==> src/rtl/key_debounce.sv <==
// key_debounce: per-key synchroniser, ms debounce FSM, clean level and press/release/long pulses
//   clk_24M     in   system clock, rising edge
//   reset0      in   synchronous active-low reset
//   key_in      in   raw asynchronous buttons [N_KEYS]
//   key_level   out  debounced level, 1 = pressed
//   key_press   out  1-cycle pulse on accepted press
//   key_release out  1-cycle pulse on accepted release
//   key_long    out  1-cycle pulse once per press when hold reaches LONG_MS
module key_debounce #(
   parameter int N_KEYS         = 3,
   parameter int CLK_HZ         = 24_000_000,
   parameter int DEBOUNCE_MS    = 20,
   parameter int LONG_MS        = 1000,
   parameter bit KEY_ACTIVE_LOW = 1'b1
) (
   input  logic              clk_24M,
   input  logic              reset0,
   input  logic [N_KEYS-1:0] key_in,
   output logic [N_KEYS-1:0] key_level,
   output logic [N_KEYS-1:0] key_press,
   output logic [N_KEYS-1:0] key_release,
   output logic [N_KEYS-1:0] key_long
);
   localparam int TICK_DIV = CLK_HZ / 1000;
   localparam int TW       = TICK_DIV > 1 ? $clog2(TICK_DIV) : 1;
   localparam int MAX_MS   = DEBOUNCE_MS > LONG_MS ? DEBOUNCE_MS : LONG_MS;
   localparam int CW       = $clog2(MAX_MS + 1);
   localparam logic [N_KEYS-1:0] INACTIVE = {N_KEYS{KEY_ACTIVE_LOW}};
   typedef enum logic [1:0] {IDLE, PRESS_WAIT, PRESSED, RELEASE_WAIT} state_t;
   logic [TW-1:0]     tick_cnt;
   logic              ms_tick;
   logic [N_KEYS-1:0] sync1, sync2, raw;
   assign ms_tick = tick_cnt == TW'(TICK_DIV - 1);
   assign raw     = sync2 ^ INACTIVE;
   always_ff @(posedge clk_24M) begin
      if (!reset0) begin
         tick_cnt <= '0;
         sync1    <= INACTIVE;
         sync2    <= INACTIVE;
      end else begin
         tick_cnt <= ms_tick ? '0 : tick_cnt + TW'(1);
         sync1    <= key_in;
         sync2    <= sync1;
      end
   end
   for (genvar k = 0; k < N_KEYS; k++) begin : g_key
      state_t        state, state_nxt;
      logic [CW-1:0] cnt, cnt_nxt, hold, hold_nxt;
      logic          long_hit;
      always_comb begin
         state_nxt = state;
         cnt_nxt   = cnt;
         hold_nxt  = hold;
         long_hit  = 1'b0;
         case (state)
            IDLE: begin
               if (raw[k]) begin
                  state_nxt = PRESS_WAIT;
                  cnt_nxt   = '0;
               end
            end
            PRESS_WAIT: begin
               if (!raw[k]) state_nxt = IDLE;
               else if (ms_tick) begin
                  cnt_nxt = cnt + CW'(1);
                  if (cnt == CW'(DEBOUNCE_MS - 1)) begin
                     state_nxt = PRESSED;
                     hold_nxt  = '0;
                  end
               end
            end
            PRESSED: begin
               // hold saturates at LONG_MS, so a bounce back into PRESSED cannot fire key_long again
               if (ms_tick && hold != CW'(LONG_MS)) begin
                  hold_nxt = hold + CW'(1);
                  long_hit = (LONG_MS > 0) && (hold == CW'(LONG_MS - 1));
               end
               if (!raw[k]) begin
                  state_nxt = RELEASE_WAIT;
                  cnt_nxt   = '0;
               end
            end
            RELEASE_WAIT: begin
               if (raw[k]) state_nxt = PRESSED;
               else if (ms_tick) begin
                  cnt_nxt = cnt + CW'(1);
                  if (cnt == CW'(DEBOUNCE_MS - 1)) state_nxt = IDLE;
               end
            end
            default: state_nxt = IDLE;
         endcase
      end
      always_ff @(posedge clk_24M) begin
         if (!reset0) begin
            state          <= IDLE;
            cnt            <= '0;
            hold           <= '0;
            key_level[k]   <= 1'b0;
            key_press[k]   <= 1'b0;
            key_release[k] <= 1'b0;
            key_long[k]    <= 1'b0;
         end else begin
            state          <= state_nxt;
            cnt            <= cnt_nxt;
            hold           <= hold_nxt;
            key_level[k]   <= state_nxt == PRESSED || state_nxt == RELEASE_WAIT;
            key_press[k]   <= state == PRESS_WAIT && state_nxt == PRESSED;
            key_release[k] <= state == RELEASE_WAIT && state_nxt == IDLE;
            key_long[k]    <= long_hit;
         end
      end
   end
endmodule
==> config.mk <==
export PLATFORM = sky130hd
export DESIGN_NAME = key_debounce
export DESIGN_NICKNAME = d
export VERILOG_FILES = /design/src/rtl/key_debounce.sv
export SDC_FILE = /design/constraint.sdc
export NUM_CORES = 1
export LEC_CHECK = 0
export CAP_MARGIN = 20
export CORE_AREA = 2 2 103 124
export DETAILED_ROUTE_END_ITERATION = 16
export DIE_AREA = 0 0 105 126
export PLACE_DENSITY = 0.58
export SLEW_MARGIN = 25
export SYNTH_ARGS = -nofsm -noshare
export SYNTH_HDL_FRONTEND = slang
export SYNTH_SLANG_ARGS = --single-unit
==> constraint.sdc <==
create_clock -name clk_24M -period 2.3 [get_ports clk_24M]
set_input_delay 0.23 -clock clk_24M [delete_from_list [all_inputs] [get_ports clk_24M]]
set_output_delay 0.23 -clock clk_24M [all_outputs]
set_load 0.02 [all_outputs]
==> impl_metrics.ini <==
[synth]
syn_area_um2 = 4700
syn-mean-instance-area_um2 = 8.62
synth_edf_count = 0
synth_cell_type_count = 53
synthArstFlopShare_pct = 0
syn_nets = 561
ys_warn_count = 0
synth-main-ff-cell = dfxtp_1
ys_seq_elements = 98
ys_seq_area_share_pct = 41.7
netlist_instances = 546

[floorplanning]
coreArea_um2 = 12000
rows = 44
io_pins = 17
fp.dieArea_um2 = 13200
initial_core_util_pct = 39.2
chipWidth_um = 105
die_h_um = 126

[cts]
root_buffer = clkbuf_16
cts_tree = done
h-tree-depth = 3
numCtsBuffers = 9
clock_path_buffers = 2
postCtsHoldBufs = 0
cts.clk_slew.worst_paths_ps = 70
insertion_delay_ps = 340
numClockSinks = 98

[drt]
drt-pass1-iter-count = 4
drc = 0
wire_per_inst_um = 13.4
wl_um = 10200
vias_per_cell = 5.29
first_iter_violations = 163
vias = 4037
ant_nets = 0

[pwr]
switching_share_pct = 19.0
p_sw_mw = 0.690
pwr-share-comb_pct = 2.6
power_density_nw_per_um2 = 619
p_leak_nw = 1.96
max-vdd-ir-drop_v = 0.000288
clkPwrFrac_pct = 50.3
p_int_mw = 2.95
p_seq_share_pct = 47.2

[timing]
slew_violations = 0
slew_headroom_pct = 55.7
setup_ws_ps = -76.6
fin_hold_ws_ps = 257
hold_violations = 0
fin_crit_sh_pct = 103
fmax_ghz = 0.421
clock-skew-final_ps = 9.14
period_minus_slack_ps = 2380
worstMarginPinSlew_ps = 658
setup_violations = 1
rsz0062_at_grt = true

[setup_path]
arrival_ps = 2600
crit_required_ps = 2530
crit_chain = or4_4 -> or4b_4 -> and2_4 -> or4_4 -> mux2_4
cp_max_fo = 3
critPathSlowestCell = or4_4
worstSetupPathType = register to register
crit_path_end_kind = register
cp-start-kind = register
cpPeakStageDelay_ps = 530
cpMostUsedCell = or4_4

[placement]
numPortBuffers = 16
gp_routability_congestion = 0.845
dp_hpwl_um = 7420

[global_routing]
grtUsageTotal_pct = 15.9
grt_max_degree = 27
grt_pass1_wl_um = 17500
globalRouteOverflowTotal = 0
antenna_found_initial = 0
grt_pass1_vias = 3905

[cells_and_area]
layout-drive-gt1-share_pct = 16.3
syn_to_final_growth_pct = 24.8
final_util_pct = 48.9
final_nets = 612
antenna-diode-count = 0

[run_status]
violations = setup timing
status = finished, violations left

[hold_path]
worstHoldPathType = input pin to register

[run]
drv_cap = 0
## layout by cell type, fill, tap and decap left out, types with 17 or more instances in the layout
cell type  instances
dfxtp_1           97
nor2_1            54
buf_4             48
xnor2_1           39
nand2_1           35
nand3_1           32
nand4_1           18
o21ai_0           18
a21oi_1           18
and3_1            17
inv_1             17
## worst paths after layout
kind | endpoint | slack (ps) | depth (start not counted) | start
setup / recovery | g_key[1].hold[8] | -80 | 5 | g_key[1].cnt[5]
hold / removal | sync2[0] | 260 | 2 | reset0
setup reg to reg | g_key[1].hold[8] | -80 | 5 | g_key[1].cnt[5]
hold reg to reg | sync2[2] | 410 | 1 | sync1[2]
## flip-flops by register name, summed over array words and instances (netlist names)
| name | count |
|---|---|
| g_key.state | 5 |
| key_press | 3 |
| sync1 | 3 |
| key_long | 3 |
| key_level | 3 |
| tick_cnt | 15 |
| g_key.cnt | 30 |
| g_key.hold | 30 |
| sync2 | 3 |
| key_release | 3 |
## worst max-delay path: cells and delay by family, from the launching register on
kind / cells / cell delay (ps)
flops: 1 / 320
simple gates: 4 / 1650
mux: 1 / 300
## routing by layer
| layer | global-route usage [%] | part of all wire (%) | up-vias |
|---|---|---|---|
| li1 | - | - | 2075 |
| met1 | 19.6 | 47 | 1904 |
| met2 | 27.4 | 50 | 48 |
| met3 | 3.11 | 2.3 | 10 |
| met4 | 5.96 | 1.2 | 0 |
| met5 | 0 | 0 | - |
## Yosys cell counts (all sizes together) (11+ instances only)
cell type / number / area share [%]
and3: 17 / 2.3
clkbuf: 21 / 1.7
nor3: 14 / 1.5
nand3: 32 / 3.4
inv: 17 / 1.4
o31ai: 12 / 1.9
xnor2: 39 / 7.3
nand2: 37 / 3.0
nand2b: 11 / 1.5
a21oi: 21 / 2.2
a211oi: 12 / 1.9
or4: 14 / 2.3
nor2: 54 / 4.3
o21ai: 22 / 2.3
dfxtp: 98 / 42
nand4: 18 / 2.4
## kinds of logic (layout without fill, tap and decap cells)
group	Yosys count	count (layout)	synth area share [%]
muxes	5	5	1.09
and+or+nand+nor	255	255	29.9
adders and majority gates	10	10	2.66
AOI/OAI and AO/OA	90	90	12.6
xor gates and xnor gates	45	45	8.38
buffers and inverters	43	99	3.62
DFF	98	98	41.7
## through the flow
stage	power (mW)	setup slack (ps)	TNS (ps)	std cells	cell area [µm²]
6_report	3.64	-76.6	-76.6	763	5870
5_1_grt	3.76	-113	-242	763	5870
4_1_cts	3.68	-81.5	-709	763	5750
3_5_place_dp	1.84	-128	-1000	745	5350
3_3_place_gp	1.84	-111	-513	745	5350
2_1_floorplan	1.81	-62.9	-133	546	4730
## power by group through the flow
stage	Sequential, mW	Combinational (mW)	Clock [mW]
final	1.72	0.0931	1.83
after global routing	1.72	0.103	1.95
after CTS	1.71	0.0910	1.88
after detailed placement	1.75	0.0903	0
after global placement	1.75	0.0891	0
after floorplan	1.75	0.0524	0
## area by class of cell
class | instances | area, µm²
clock buffer | 11 | 243
sequential | 98 | 1960
timing repair buffer | 66 | 547
multi-input combinational | 405 | 2730
inverter | 17 | 63.8
tap | 161 | 201
fill | 1167 | 6130
clock inverter | 5 | 125
## what timing repair did
item,4_1_cts,5_1_grt
setup buffers,2,0
resized for setup,5,21
setup endpoints to repair,30,40
pin swaps,8,2
Power figures use the tool's default switching activity.
